[src/rtl/fetch_stage_if.sv]
// Instruction-memory request/acknowledge bundle between the fetch stage
// (master) and instruction memory (slave).
interface fetch_stage_if #(
  parameter int PC_WIDTH    = 32,
  parameter int INSTR_WIDTH = 32
) ();
  logic                   imem_req;
  logic [PC_WIDTH-1:0]    imem_addr;
  logic                   imem_ack;
  logic [INSTR_WIDTH-1:0] imem_rdata;

  modport master (
    output imem_req,
    output imem_addr,
    input  imem_ack,
    input  imem_rdata
  );

  modport slave (
    input  imem_req,
    input  imem_addr,
    output imem_ack,
    output imem_rdata
  );
endinterface

[src/rtl/fetch_stage.sv]
// MIPS instruction-fetch stage: PC, IF/ID register, variable-latency imem
// handshake with load-use stall, branch flush and abandoned-request draining.
module fetch_stage #(
  parameter int                  PC_WIDTH    = 32,
  parameter int                  INSTR_WIDTH = 32,
  parameter logic [PC_WIDTH-1:0] RESET_PC    = '0
) (
  input  logic                   clk,
  input  logic                   rst_n,
  input  logic                   PCWrite,
  input  logic                   IF_IDWrite,
  input  logic                   IF_ID_flush,
  input  logic [PC_WIDTH-1:0]    branch_target,
  fetch_stage_if.master          imem,
  output logic [PC_WIDTH-1:0]    IF_ID_pc4,
  output logic [INSTR_WIDTH-1:0] IF_ID_instr,
  output logic                   IF_ID_valid,
  output logic                   fetch_stall
);

  typedef enum logic [1:0] {
    S_FETCH   = 2'd0,
    S_HOLD    = 2'd1,
    S_DISCARD = 2'd2
  } state_t;

  function automatic logic [PC_WIDTH-1:0] pc_inc(input logic [PC_WIDTH-1:0] pc);
    return pc + PC_WIDTH'(4);
  endfunction

  state_t                 r_state;
  state_t                 w_state_nxt;
  logic [PC_WIDTH-1:0]    r_pc;
  logic [PC_WIDTH-1:0]    w_pc_nxt;
  logic [INSTR_WIDTH-1:0] r_buf_instr;
  logic [INSTR_WIDTH-1:0] w_buf_instr_nxt;
  logic [PC_WIDTH-1:0]    r_buf_pc4;
  logic [PC_WIDTH-1:0]    w_buf_pc4_nxt;
  logic [PC_WIDTH-1:0]    r_disc_addr;
  logic [PC_WIDTH-1:0]    w_disc_addr_nxt;

  logic [PC_WIDTH-1:0]    r_ifid_pc4_p1;
  logic [INSTR_WIDTH-1:0] r_ifid_instr_p1;
  logic                   r_vld_p1;
  logic [PC_WIDTH-1:0]    w_ifid_pc4_nxt;
  logic [INSTR_WIDTH-1:0] w_ifid_instr_nxt;
  logic                   w_vld_nxt;

  logic                   w_advance;
  logic                   w_ack;
  logic [PC_WIDTH-1:0]    w_pc_plus4;

  assign w_advance  = PCWrite & IF_IDWrite;
  assign w_ack      = imem.imem_ack;
  assign w_pc_plus4 = pc_inc(r_pc);

  // The holding buffer owns the fetched word while in HOLD, so no request is issued.
  assign imem.imem_req  = rst_n & (r_state != S_HOLD);
  assign imem.imem_addr = (r_state == S_DISCARD) ? r_disc_addr : r_pc;
  assign fetch_stall    = (r_state == S_DISCARD) | ((r_state == S_FETCH) & ~w_ack);

  assign IF_ID_pc4   = r_ifid_pc4_p1;
  assign IF_ID_instr = r_ifid_instr_p1;
  assign IF_ID_valid = r_vld_p1;

  always_comb begin
    w_state_nxt      = r_state;
    w_pc_nxt         = r_pc;
    w_buf_instr_nxt  = r_buf_instr;
    w_buf_pc4_nxt    = r_buf_pc4;
    w_disc_addr_nxt  = r_disc_addr;
    w_ifid_pc4_nxt   = r_ifid_pc4_p1;
    w_ifid_instr_nxt = r_ifid_instr_p1;
    w_vld_nxt        = r_vld_p1;

    if (IF_ID_flush) begin
      // A request already on the bus must finish at its original address,
      // so an un-acked FETCH is drained through DISCARD.
      w_pc_nxt         = branch_target;
      w_ifid_instr_nxt = '0;
      w_vld_nxt        = 1'b0;
      case (r_state)
        S_FETCH: begin
          if (w_ack) begin
            w_state_nxt = S_FETCH;
          end else begin
            w_state_nxt     = S_DISCARD;
            w_disc_addr_nxt = r_pc;
          end
        end
        S_HOLD:    w_state_nxt = S_FETCH;
        S_DISCARD: w_state_nxt = w_ack ? S_FETCH : S_DISCARD;
        default:   w_state_nxt = S_FETCH;
      endcase
    end else begin
      case (r_state)
        S_FETCH: begin
          if (w_ack) begin
            if (w_advance) begin
              w_ifid_pc4_nxt   = w_pc_plus4;
              w_ifid_instr_nxt = imem.imem_rdata;
              w_vld_nxt        = 1'b1;
              w_pc_nxt         = w_pc_plus4;
            end else begin
              w_buf_pc4_nxt   = w_pc_plus4;
              w_buf_instr_nxt = imem.imem_rdata;
              w_state_nxt     = S_HOLD;
            end
          end else if (IF_IDWrite) begin
            w_ifid_instr_nxt = '0;
            w_vld_nxt        = 1'b0;
          end
        end
        S_HOLD: begin
          if (w_advance) begin
            w_ifid_pc4_nxt   = r_buf_pc4;
            w_ifid_instr_nxt = r_buf_instr;
            w_vld_nxt        = 1'b1;
            w_pc_nxt         = w_pc_plus4;
            w_state_nxt      = S_FETCH;
          end
        end
        S_DISCARD: begin
          if (w_ack) begin
            w_state_nxt = S_FETCH;
          end
          if (IF_IDWrite) begin
            w_ifid_instr_nxt = '0;
            w_vld_nxt        = 1'b0;
          end
        end
        default: w_state_nxt = S_FETCH;
      endcase
    end
  end

  // IF/ID stage boundary
  always_ff @(posedge clk) begin
    if (!rst_n) begin
      r_state         <= S_FETCH;
      r_pc            <= RESET_PC;
      r_ifid_pc4_p1   <= '0;
      r_ifid_instr_p1 <= '0;
      r_vld_p1        <= 1'b0;
    end else begin
      r_state         <= w_state_nxt;
      r_pc            <= w_pc_nxt;
      r_ifid_pc4_p1   <= w_ifid_pc4_nxt;
      r_ifid_instr_p1 <= w_ifid_instr_nxt;
      r_vld_p1        <= w_vld_nxt;
    end
  end

  always_ff @(posedge clk) begin
    r_buf_instr <= w_buf_instr_nxt;
    r_buf_pc4   <= w_buf_pc4_nxt;
    r_disc_addr <= w_disc_addr_nxt;
  end

endmodule

[src/flat_wrapper.sv]
// flat-port wrapper written by rule: the top's interface ports become plain ports
module fetch_stage_flat 
#(
  parameter int                  PC_WIDTH    = 32,
  parameter int                  INSTR_WIDTH = 32,
  parameter logic [PC_WIDTH-1:0] RESET_PC    = '0
)
  (clk, rst_n, PCWrite, IF_IDWrite, IF_ID_flush, branch_target, IF_ID_pc4, IF_ID_instr, IF_ID_valid, fetch_stall, imem_imem_req, imem_imem_addr, imem_imem_ack, imem_imem_rdata);
  fetch_stage_if #(.PC_WIDTH(PC_WIDTH), .INSTR_WIDTH(INSTR_WIDTH)) imem_i ();
  input  logic clk;
  input  logic rst_n;
  input  logic PCWrite;
  input  logic IF_IDWrite;
  input  logic IF_ID_flush;
  input  logic [PC_WIDTH-1:0] branch_target;
  output logic [PC_WIDTH-1:0] IF_ID_pc4;
  output logic [INSTR_WIDTH-1:0] IF_ID_instr;
  output logic IF_ID_valid;
  output logic fetch_stall;
  output wire logic [$bits(imem_i.imem_req)-1:0] imem_imem_req;
  output wire logic [$bits(imem_i.imem_addr)-1:0] imem_imem_addr;
  input wire logic [$bits(imem_i.imem_ack)-1:0] imem_imem_ack;
  input wire logic [$bits(imem_i.imem_rdata)-1:0] imem_imem_rdata;
  assign imem_imem_req = imem_i.imem_req;
  assign imem_imem_addr = imem_i.imem_addr;
  assign imem_i.imem_ack = imem_imem_ack;
  assign imem_i.imem_rdata = imem_imem_rdata;
  fetch_stage #(.PC_WIDTH(PC_WIDTH), .INSTR_WIDTH(INSTR_WIDTH), .RESET_PC(RESET_PC)) u_core (.clk(clk), .rst_n(rst_n), .PCWrite(PCWrite), .IF_IDWrite(IF_IDWrite), .IF_ID_flush(IF_ID_flush), .branch_target(branch_target), .imem(imem_i), .IF_ID_pc4(IF_ID_pc4), .IF_ID_instr(IF_ID_instr), .IF_ID_valid(IF_ID_valid), .fetch_stall(fetch_stall));
endmodule
[config.mk]
export PLATFORM = sky130hd
export DESIGN_NAME = fetch_stage_flat
export DESIGN_NICKNAME = d
export VERILOG_FILES = /design/src/rtl/fetch_stage_if.sv /design/src/rtl/fetch_stage.sv /design/src/flat_wrapper.sv
export SDC_FILE = /design/constraint.sdc
export NUM_CORES = 1
export LEC_CHECK = 0
export BUFFER_PORTS_ARGS = -buffer_cell sky130_fd_sc_hd__buf_2
export CAP_MARGIN = 30
export CORE_MARGIN = 10
export CORE_UTILIZATION = 35
export CTS_BUF_LIST = sky130_fd_sc_hd__clkbuf_16
export CTS_CLUSTER_DIAMETER = 120
export DETAILED_ROUTE_END_ITERATION = 12
export PLACE_DENSITY = 0.65
export REMOVE_ABC_BUFFERS = 1
export SLEW_MARGIN = 20
export SYNTH_ARGS = -nofsm -noshare
export SYNTH_HDL_FRONTEND = slang
export SYNTH_SLANG_ARGS = --single-unit
[constraint.sdc]
create_clock -name clk -period 4.3 [get_ports clk]
set_input_delay 0.215 -clock clk [delete_from_list [all_inputs] [get_ports clk]]
set_output_delay 0.215 -clock clk [all_outputs]
set_load 0.1 [all_outputs]
==> After elaboration in Yosys (flattened, before gate mapping) <==
Cells that the tools add are included.
Widths: inputs -> output; s select.
{ "classes": {"muxes": 26, "n_eq_ne": 11, "reduce_logical": 12, "addsub": 1, "n_bitwise": 8} }
{ "ops": {"columns": ["operator", "count"], "rows": [
  ["$mux 32", 11],
  ["$pmux 32 s2", 2],
  ["$pmux 32 s3", 1],
  ["$add 32x3->32 const B", 1],
  ["$mux 2", 7],
  ["$ne 3x3->1 const B", 3],
  ["$reduce_and 4->1", 2],
  ["$ne 2x1->1 const B", 3],
  ["$ne 3x2->1 const B", 2],
  ["$pmux 2 s3", 1],
  ["$reduce_and 3->1", 2],
  ["$reduce_bool 3->1", 2],
  ["$reduce_and 5->1", 1],
  ["$not 1->1", 4],
  ["$reduce_or 2->1", 2],
  ["$and 1x1->1", 3],
  ["$mux 1", 3],
  ["$pmux 1 s3", 1],
  ["$eq 2x1->1 const B", 1],
  ["$eq 2x2->1 const B", 1],
  ["$logic_not 2->1", 1],
  ["$ne 2x2->1 const B", 1],
  ["$reduce_and 2->1", 1],
  ["$reduce_bool 2->1", 1],
  ["$or 1x1->1", 1]
]} }
{ "totals": {"input_bits": 70, "register_bits": 195} }

==> Depth between registers and ports, before layout <==
Gate-level depths: netlist of run 1.
{ "logic_depth": {"depth_word": 5, "mapped_depth": 10, "ltp_nobuf": 7} }

==> Worst setup path after synthesis of run 1 <==
No wires, ideal clock.
{ "synth_path": {"kind": "register to register", "start": "reg u_core.r_state[0]", "end": "reg u_core.r_buf_instr[0], enable pin", "setup_slack_ns": 0.397, "n_path_buf": 1, "arrival_ns": 3.416, "setup_time_ns": 0.486, "required_time_ns": 3.814, "period_less_slack_ns": 3.903, "stages_incl_launch_ff": 6, "path_cell_list": "dfxtp_1 -> inv_1 -> ha_1 -> buf_4 -> nand3_1 -> nor2_1"} }
{ "synth_via": {"elab_chain_cells": 2} }
{ "synth_lines": {"columns": ["element", "line", "rtl"], "rows": [
  ["start, declared", "fetch_stage.sv:31", "state_t r_state;"],
  ["start signal, assigned", "fetch_stage.sv:146", "r_state <= w_state_nxt;"],
  ["$logic_not 2->1", "fetch_stage.sv:96", "case (r_state)"],
  ["$reduce_and 4->1 (no source line)", null, null],
  ["end signal, assigned", "fetch_stage.sv:155", "r_buf_instr <= w_buf_instr_nxt;"],
  ["end, declared", "fetch_stage.sv:35", "logic [INSTR_WIDTH-1:0] r_buf_instr;"]
]} }
Every way passes these cells.
A chain may end at the register's enable or synchronous reset.

==> Worst setup path after layout of run 1 <==
{ "layout_path": {"start": "reg u_core.r_state[1]", "end": "reg u_core.r_ifid_pc4_p1[3] (netlist: u_core.IF_ID_pc4[3])"} }
{ "layout_via": {"elab_chain_cells": 3, "word_cells_on_any_way": 8, "cone_classes": "eq/ne (4); mux (1); reduce/logical (3)"} }
{ "layout_lines": {"columns": ["element", "line", "rtl"], "rows": [
  ["$eq 2x1->1 or $logic_not 2->1 (tied branches)", "fetch_stage.sv:96", null],
  ["$ne 2x1->1 (no source line), or another cell as far along", null, null],
  ["$reduce_and 5->1 (no source line)", null, null],
  ["end signal, assigned", "fetch_stage.sv:148", "r_ifid_pc4_p1 <= w_ifid_pc4_nxt;"],
  ["end, declared", "fetch_stage.sv:42", "logic [PC_WIDTH-1:0] r_ifid_pc4_p1;"]
]} }
Parallel ways exist; a longest one is shown, timed or not.

==> reports/summary.txt, run 1 <==
Die area: 31200 um2
H-tree Lvls: 4
I/O Pins: 169
Worst-path clk slew: 0.07 ns
CP endpoint: u_core.IF_ID_pc4[3]
Worst R2R End: u_core.IF_ID_pc4[3]
Number of global-route vias before repair: 6650
FILL cells: 2314
Most used DFF post-synth: dfxtp_1
Least-Margin Pin Slew: 0.897 ns
Core region area: 24200 um2
Core Util, Final: 43.9%
Final Hold Vio Count: 0
Antenna violations before repair: 0
Largest net degree at the start of global routing: 55
Clock period minus worst slack: 2.85 ns
Setup TNS Final: 0 ns
CP max-delay cell: nor2_2
Floorplan row count: 57
CTS buffer count: 17
Routability congestion estimate: 0.811
Slew Viols, Final: 0
Worst Setup SP: u_core.r_state[1]
WL per Instance: 18.9 um
Fmax: 350 MHz
P per Cell Area: 418 nW/um2
Post-DR vias/cell: 5.20
Post-synthesis cell count: 807
Die height: 177 um
Synth area leader: edfxtp_1
Antenna fix cells: 0
Max-cap violations: 0
Clk sinks: 195
R2r setup slk: 1.45 ns
RSZ-0062 raised after global routing: no
Worst-path fanout max: 18
Synth Cell Area: 8600 um2
Post-synth cell types: 48
Sequential share of the synthesized area: 56.6%
Startpoint Class: register
Cell family with most CP delay: simple AND/OR/NAND/NOR gates
Yosys reg bits: 195
Yosys synthesis warning count: 0
Inst Count DP: 1244
Worst-case reg-to-reg path depth: 8
Layout cells sized above 1: 27.6%
Post-Route Skew: 0.0213 ns
Worst-skew pair later-pin latency: 0.44 ns
Chip Width: 177 um
Lkg Pwr: 4.13 nW
CTS tree: built
CP required: 4.65 ns
Outcome: finished clean
Fin nets: 1047
Max clock buf depth: 2
Ordered list of cells on the worst path: inv_1, ha_2, mux2i_1, or2_2, nor2_2, buf_4, nor2_1, a211oi_1
Final period util: 66.4%
DP Area: 9720 um2
Final Non-Filler Cells: 1309
Final HPWL DP: 16.9 mm
Slew margin rel.: 40.2%
Synthesized area per cell: 10.7 um2
Post-synth ARST share: 0%
Fin area: 10600 um2
Worst path bufs/invs: 2
WL final: 24.7 mm
Critical Path Stages: 8
Total power: 4.45 mW
I/O Buffers: 168
Global-route usage over all layers: 15.5%
Iter 0 DRT Violations: 614
Initial Util: 35.4%
Drt pass-1 iters: 5
Count of final setup violators: 0
Detailed-route via count: 6810
DRC: 0
Synth area leaders: edfxtp_1, dfxtp_1, mux2_2
CP Capture Type: register
R2r startpoint: u_core.r_state[1]
Crit-path max cell delay: 0.71 ns
Layout area overhead: 23.8%
Hold WC Path Type: input pin to register
First-pass GRT wire length: 38.5 mm
Root buf cell: clkbuf_16
Crit path DAT: 3.20 ns
Area share of the largest cell type after synthesis: 33.5%
Max rail drop VDD: 0.000275 V
Crit Path Class: register to register
Post-DRT Antenna Nets: 0
Post-synth EDFFs: 96
Grt ovf: 0
[metal layers]
layer	vias up	GRT usage, %	share of wire (%)
li1	3289	-	-
met1	3257	20.9	46
met2	248	24.3	46
met3	16	4.46	7.3
met4	0	3.08	0.69
met5	-	0	0
[registers in the layout (all words and copies together), names as in the netlist]
| name | count |
|---|---|
| u_core.IF_ID_valid | 1 |
| u_core.r_state | 2 |
| u_core.r_disc_addr | 32 |
| u_core.IF_ID_instr | 32 |
| u_core.r_buf_instr | 32 |
| u_core.IF_ID_pc4 | 32 |
| u_core.r_pc | 32 |
| u_core.r_buf_pc4 | 32 |
[kinds of logic (layout without fill, tap and decap cells)]
family / Yosys count / after routing / synth area share (%)
adder cells (fa/ha/maj): 5 / 5 / 0.728
multiplexers: 39 / 39 / 4.93
AND/OR/NAND/NOR: 240 / 240 / 13.7
flip-flops: 195 / 195 / 56.6
buffers and inverters: 86 / 264 / 4.26
AO/OA/AOI/OAI: 197 / 197 / 15.2
XOR/XNOR: 45 / 45 / 4.59
[cell usage after synthesis (4+ instances only)]
library cell,number
nand4_1,12
dfxtp_1,99
mux2_2,27
xnor2_1,22
inv_1,16
o211ai_1,7
buf_1,4
ha_1,5
buf_4,9
edfxtp_1,96
a22o_1,32
nand2b_1,8
buf_2,8
a31oi_1,9
nor3_1,21
o21ai_0,44
nor2_1,73
xor2_1,23
a21oi_1,44
nor2b_1,4
mux2i_1,12
a31o_2,6
nor4_1,13
nand3_1,33
a211oi_1,9
nand2_1,46
clkbuf_1,47
or2_2,10
or3_1,5
a22oi_1,32
[final cells by class]
type,count,area (um2),share of cell area [%]
Tap cell,324,405,3.81
Clock buffer,18,450,4.23
Multi-Input combinational cell,526,3400,32.0
Inverter,18,67.6,0.635
Sequential cell,195,4860,45.7
Timing Repair Buffer,214,1330,12.5
Clock inverter,14,118,1.11
[worst register-to-register path: stages (launching register included)]
cell and delay, ns:
dfxtp_1 0.34, inv_1 0.09, ha_2 0.37, mux2i_1 0.24, or2_2 0.48, nor2_2 0.71, buf_4 0.29, nor2_1 0.06
a211oi_1 0.20
[cell usage in the layout (no fill, tap or decap), types with 7 or more instances in the layout]
cell type / count
xor2_1: 23
nor2_1: 70
nand4_1: 12
dlygate4sd3_1: 32
or2_2: 10
xnor2_1: 22
buf_4: 10
nor4_1: 13
nand2_1: 46
dfxtp_1: 99
a21oi_1: 43
nor3_1: 21
edfxtp_1: 96
mux2_2: 27
inv_1: 16
buf_2: 168
o21ai_0: 44
o211ai_1: 7
mux2i_1: 12
a211oi_1: 9
a31oi_1: 9
a22o_1: 32
clkbuf_16: 18
nand2b_1: 8
nand3_1: 33
a22oi_1: 32
[worst min-delay path by stage]
stage          slack (ns)                 from                      to  cells past startpoint
3_3_place_gp         0.41  imem_imem_rdata[10]  u_core.r_buf_instr[10]                      1
4_1_cts             0.004     branch_target[0]          u_core.r_pc[0]                      3
6_report             0.02     branch_target[1]          u_core.r_pc[1]                      3
2_1_floorplan        0.31   imem_imem_rdata[0]   u_core.r_buf_instr[0]                      0
5_1_grt              0.01     branch_target[7]          u_core.r_pc[7]                      3
3_5_place_dp         0.41  imem_imem_rdata[22]  u_core.r_buf_instr[22]                      1
[report_power, final]
group / switching [mW] / leakage (nW) / internal [mW]
logic: 0.592 / 2.13 / 0.205
clock network: 0.754 / 0.284 / 0.795
registers: 0.0633 / 1.71 / 2.04
[what timing repair did]
action / 4_1_cts / 5_1_grt
setup buffers: 0 / 0
hold buffers: 32 / 0
hold endpoints to repair: 32 / 0
resized for setup: 0 / 0
[through the flow]
stage	setup slack, ns	hold slack (ns)
3_3_place_gp	1.55	0.413
2_1_floorplan	0.135	0.314
5_1_grt	1.21	0.0117
3_5_place_dp	1.47	0.413
6_report	1.45	0.0173
4_1_cts	1.45	0.00388
Power figures use the tool's default switching activity.
==> inputs of run 2 (changes only) <==
--- a/config.mk
+++ b/config.mk
@@ -5,6 +5,7 @@
 export SDC_FILE = /design/constraint.sdc
 export NUM_CORES = 1
 export LEC_CHECK = 0
+export ABC_AREA = 1
 export BUFFER_PORTS_ARGS = -buffer_cell sky130_fd_sc_hd__buf_2
 export CAP_MARGIN = 30
 export CORE_MARGIN = 10
==> constraint.sdc (replaced) <==
create_clock -name clk -period 3 [get_ports clk]
set_input_delay 0.15 -clock clk [delete_from_list [all_inputs] [get_ports clk]]
set_output_delay 0.15 -clock clk [all_outputs]
set_load 0.1 [all_outputs]
==> reports/summary.txt, run 2 <==
Core region area: 24300 um2
Outcome: finished clean
Most used DFF post-synth: dfxtp_1
WL per Instance: 17.2 um
Crit Path Class: register to output port
Final Hold Vio Count: 0
Most common cell after layout, fill and taps aside: nand2_1
CP required: 2.85 ns
Post-DR vias/cell: 4.90
Final period util: 82.9%
Lkg Pwr: 4.33 nW
Post-synth cell types: 36
Drt pass-1 iters: 7
Fin area: 10800 um2
Die area: 31400 um2
P per Cell Area: 636 nW/um2
Layout cells sized above 1: 19.4%
Hold WC Path Type: input pin to register
Fmax: 402 MHz
Post-synth ARST share: 0%
Ordered list of cells on the worst path: inv_1, ha_2, buf_4, nand2_1, o21ai_0, buf_2
Synth Cell Area: 8650 um2
Max-cap violations: 0
Startpoint Class: register
I/O Buffers: 168
Post-DRT Antenna Nets: 0
Final HPWL DP: 17.7 mm
Worst-path fanout max: 56
Slew Viols, Final: 0
Clock period minus worst slack: 2.49 ns
Antenna fix cells: 0
CTS buffer count: 17
Worst-skew pair later-pin latency: 0.43 ns
Post-synthesis cell count: 1027
Initial Util: 35.6%
Hold Slack: 0.0123 ns
Synth area leaders: edfxtp_1, dfxtp_1, nand2_1
Synthesized area per cell: 8.43 um2
Post-synth EDFFs: 96
CP Capture Type: output port
Most frequent cells in the layout: nand2_1, buf_2, nor2_1
Yosys synthesis warning count: 0
Antenna violations before repair: 0
Worst-path clk slew: 0.08 ns
DP Area: 9810 um2
Area share of the largest cell type after synthesis: 33.3%
Least-Margin Pin Slew: 0.654 ns
Post-Route Skew: 0.0113 ns
Cell family with most CP delay: buffers and inverters
Postcts setup bufs: 0
I/O Pins: 169
Iter 0 DRT Violations: 580
Core Util, Final: 44.3%
Crit-path max cell delay: 0.51 ns
Largest net degree at the start of global routing: 57
Sequential share of the synthesized area: 56.2%
Synth area leader: edfxtp_1
Fin nets: 1288
Crit path DAT: 2.34 ns
Routability congestion estimate: 0.815
CP max-delay cell: buf_2
Worst path bufs/invs: 3
CTS tree: built
RSZ-0062 raised after global routing: no
WL final: 26.7 mm
Count of final setup violators: 0
Clk sinks: 195
Root buf cell: clkbuf_16
Grt ovf: 0
Max clock buf depth: 2
Max rail drop VDD: 0.000412 V
Chip Width: 177 um
Slew margin rel.: 56.3%
First-pass GRT wire length: 42.1 mm
Number of global-route vias before repair: 7470
Layout area overhead: 24.4%
Detailed-route via count: 7588
Yosys reg bits: 195
Global-route usage over all layers: 16.8%
Die height: 177 um
Most common cell in the netlist: nand2_1
DRC: 0
Post-cts resize count: 0
Floorplan row count: 57
Post-synth top cells: nand2_1, nor2_1, a21oi_1
H-tree Lvls: 4
run 2: cell count changes after synthesis, sizes merged, moves of 20 or more:
cell	delta
a21oi	+68
a22o	-25
a22oi	-31
inv	+62
mux2	-27
nand2	+236
nor2	+74
nor3	-20
xnor2	-22
run 2: layout make-up:
class / count / area [um2]
Tap cell: 324 / 405
Multi-Input combinational cell: 701 / 3280
Clock inverter: 14 / 158
Fill cell: 2386 / 13600
Sequential cell: 195 / 4860
Clock buffer: 18 / 450
Inverter: 80 / 300
Timing Repair Buffer: 218 / 1300
run 2: timing repair:
item,CTS,global route
hold buffers,34,0
endpoints found under the setup margin,0,0
endpoints found under the hold margin,34,0
run 2: worst reg2reg max path: cells and delay by family, from the launching register on:
kind                       cells  cell delay, ns
adders and majority gates      1            0.26
AOI/OAI and AO/OA              3            0.45
buffers and inverters          3            0.69
and+or+nand+nor                2            0.30
DFF                            1            0.38
run 2: cell families after synthesis:
| logic type | count (synthesis) | synth area share [%] |
|---|---|---|
| AND/OR/NAND/NOR | 463 | 21.4 |
| AO/OA/AOI/OAI | 218 | 14.1 |
| flip-flops | 195 | 56.2 |
| buffers and inverters | 131 | 5.99 |
| XOR/XNOR | 15 | 1.61 |
| adder cells (fa/ha/maj) | 5 | 0.723 |
run 2: per-stage QoR:
step                total power [mW]  instances  TNS, ns  setup WS (ns)
finish                          6.85       1550        0          0.514
global route                    7.10       1550        0          0.345
CTS                             6.89       1550        0          0.494
detailed placement              4.50       1484        0          0.792
global placement                4.49       1484        0          0.861
floorplan                       4.11        976   -81.32         -0.969
run 2: layer usage:
layer  track usage [%]  vias to the layer above  wire length (um)
met3              4.25                       22              2090
met1              22.8                     3557             12000
met5                 0                        -                 0
li1                  -                     3734                 -
met2              26.4                      275             12100
met4              3.99                        0               377
run 2: worst paths after layout:
| kind | start | endpoint | slack (ns) | depth (start not counted) |
|---|---|---|---|---|
| min reg2reg | u_core.r_pc[31] | u_core.r_disc_addr[31] | 0.47 | 0 |
| max reg2reg | u_core.r_state[1] | u_core.IF_ID_pc4[13] | 0.81 | 9 |
| max | u_core.r_state[0] | imem_imem_addr[9] | 0.51 | 6 |
| min | branch_target[4] | u_core.r_pc[4] | 0.01 | 3 |
run 2: report_power, final:
group | switching (mW) | total, mW | leakage (nW) | internal (mW)
registers | 0.0812 | 3.03 | 1.71 | 2.94
clock network | 1.13 | 2.37 | 0.295 | 1.24
logic | 1.15 | 1.45 | 2.33 | 0.293
==> inputs of run 3 (changes only) <==
--- a/config.mk
+++ b/config.mk
@@ -5,7 +5,7 @@
 export SDC_FILE = /design/constraint.sdc
 export NUM_CORES = 1
 export LEC_CHECK = 0
-export ABC_AREA = 1
+export ABC_AREA = 0
 export BUFFER_PORTS_ARGS = -buffer_cell sky130_fd_sc_hd__buf_2
 export CAP_MARGIN = 30
 export CORE_MARGIN = 10
@@ -13,7 +13,7 @@
 export CTS_BUF_LIST = sky130_fd_sc_hd__clkbuf_16
 export CTS_CLUSTER_DIAMETER = 120
 export DETAILED_ROUTE_END_ITERATION = 12
-export PLACE_DENSITY = 0.65
+export PLACE_DENSITY = 0.67
 export REMOVE_ABC_BUFFERS = 1
 export SLEW_MARGIN = 20
 export SYNTH_ARGS = -nofsm -noshare
==> constraint.sdc (replaced) <==
create_clock -name clk -period 2.05 [get_ports clk]
set_input_delay 0.1025 -clock clk [delete_from_list [all_inputs] [get_ports clk]]
set_output_delay 0.1025 -clock clk [all_outputs]
set_load 0.1 [all_outputs]
==> reports/summary.txt, run 3 (synthesis results as in run 1) <==
Outcome: finished with violations
Failing checks: negative setup slack
Met2 Use GR: 27.0%
Worst-path clk slew: 0.08 ns
Most frequent cells in the layout: buf_2, edfxtp_1, dfxtp_1
Largest net degree at the start of global routing: 49
Initial Util: 35.4%
CP Capture Type: output port
Global-route usage over all layers: 17.3%
DRC: 0
Switch Pwr: 3.09 mW
Antenna violations before repair: 0
Crit Path Class: register to output port
First-pass GRT wire length: 43.1 mm
Total power: 10.2 mW
Seq pwr share: 42.8%
Post-DRT Antenna Nets: 0
RSZ-0062 raised after global routing: yes
Met1 GRT Util: 23.0%
I/O Buffers: 168
Startpoint Class: register
I/O Pins: 169
Post-DR vias/cell: 5.31
H-tree Lvls: 4
Crit path DAT: 1.95 ns
Max-cap violations: 0
Final HPWL DP: 18.1 mm
Slew Viols, Final: 0
DP Area: 10800 um2
Most common cell after layout, fill and taps aside: buf_2
Number of global-route vias before repair: 7475
Hold WC Path Type: input pin to register
WL final: 28.0 mm
Lkg Pwr: 4.88 nW
WL per Instance: 19.8 um
Fmax: 488 MHz
Slew margin rel.: 63.0%
Layout area overhead: 43.5%
Drt pass-1 iters: 5
Layout cells sized above 1: 33.0%
Root buf cell: clkbuf_16
Switching Share: 30.3%
Met3 usage: 5.16%
Grt ovf: 0
Iter 0 DRT Violations: 816
Least-Margin Pin Slew: 0.555 ns
CP required: 1.95 ns
Multi-input gate area: 3560 um2
Max clock buf depth: 2
FILL cells: 2115
Antenna fix cells: 0
Clk sinks: 195
Combinational share of power: 21.6%
Die area: 31200 um2
Routability congestion estimate: 0.866
R2r startpoint: u_core.r_state[0]
Fin nets: 1151
Worst Setup SP: u_core.r_state[0]
Worst-skew pair later-pin latency: 0.43 ns
Chip Width: 177 um
Final period util: 100%
Worst-case reg-to-reg path depth: 7
Most Used Layer, Global Route: met2
Worst-path fanout max: 11
Fin worst setup slack: -0.000810 ns
CTS tree: built
Final Hold Vio Count: 0
Clock period minus worst slack: 2.05 ns
Post-Route Skew: 0.0128 ns
P per Cell Area: 826 nW/um2
Int Pwr: 7.10 mW
CTS buffer count: 17
Die height: 177 um
Fin area: 12300 um2
FF/Latch Area: 4870 um2
Detailed-route via count: 7501
Count of final setup violators: 1
Clock Power Share: 35.7%
Worst R2R End: u_core.r_pc[25]
Max rail drop VDD: 0.000552 V
R2r setup slk: 0.02 ns
Pre-CTS setup slack: -0.0142 ns
Core region area: 24200 um2
Floorplan row count: 57
CP endpoint: imem_imem_req
[run 3: cell types whose count changed in the layout (fill, tap and decap cells not counted), moves of 29 or more]
cell / change
nand2_1: -233
nor2_1: -69
a21oi_1: -68
inv_1: -61
buf_4: +58
buf_12: +43
buf_2: -34
a22oi_1: +30
dlygate4sd3_1: +29
[run 3: stage by stage]
stage	util [%]	TNS, ns	instances	hold WS [ns]
2_1_floorplan	-	-259.06	739	0.201
3_3_place_gp	44.7	-0.0000335	1315	0.301
3_5_place_dp	44.7	-0.0191	1315	0.302
4_1_cts	50.1	0	1411	0.0140
5_1_grt	50.9	-0.371	1413	0.0496
6_report	50.9	-0.000810	1413	0.0445
[run 3: metal layers]
layer	wire length (um)	part of all wire (%)
met5	0	0
met4	449	1.6
met3	2210	7.9
met2	12900	46
met1	12500	45
[run 3: worst min-delay path by stage]
stage                              startpoint                     end  slack, ns  depth (start not counted)
after CTS                       imem_imem_ack       u_core.r_state[1]       0.01                          3
after global placement    imem_imem_rdata[17]  u_core.r_buf_instr[17]       0.30                          1
after floorplan            imem_imem_rdata[0]   u_core.r_buf_instr[0]       0.20                          0
final                           imem_imem_ack       u_core.r_state[1]       0.04                          3
after global routing            imem_imem_ack       u_core.r_state[1]       0.05                          3
after detailed placement  imem_imem_rdata[11]  u_core.r_buf_instr[11]       0.30                          1
[run 3: worst max-delay path, stage by stage, from the launching register on]
cell and delay [ns]:
dfxtp_2 0.33, buf_4 0.14, ha_2 0.18, buf_4 0.20, nor2_2 0.43, buf_12 0.24
[run 3: what timing repair did]
item / in CTS / in global routing
pin swaps: 0 / 1
endpoints found under the setup margin: 33 / 63
endpoints found under the hold margin: 63 / 0
cloned: 1 / 2
setup buffers: 0 / 0
resized for setup: 6 / 35
hold buffers: 63 / 0
[run 3: layout make-up]
class | instances | share of cell area (%)
sequential | 195 | 39.5
multi-input combinational | 526 | 28.8
timing repair buffer | 318 | 22.6
clock buffer | 18 | 3.65
tap | 324 | 3.29
clock inverter | 14 | 1.54
inverter | 18 | 0.548
[run 3: power groups by stage]
stage	clock network [mW]	logic, mW	registers [mW]
floorplan	0	0.968	4.70
global placement	0	2.01	4.44
detailed placement	0	2.02	4.44
CTS	3.70	2.15	4.35
global route	3.87	2.31	4.38
finish	3.64	2.20	4.36
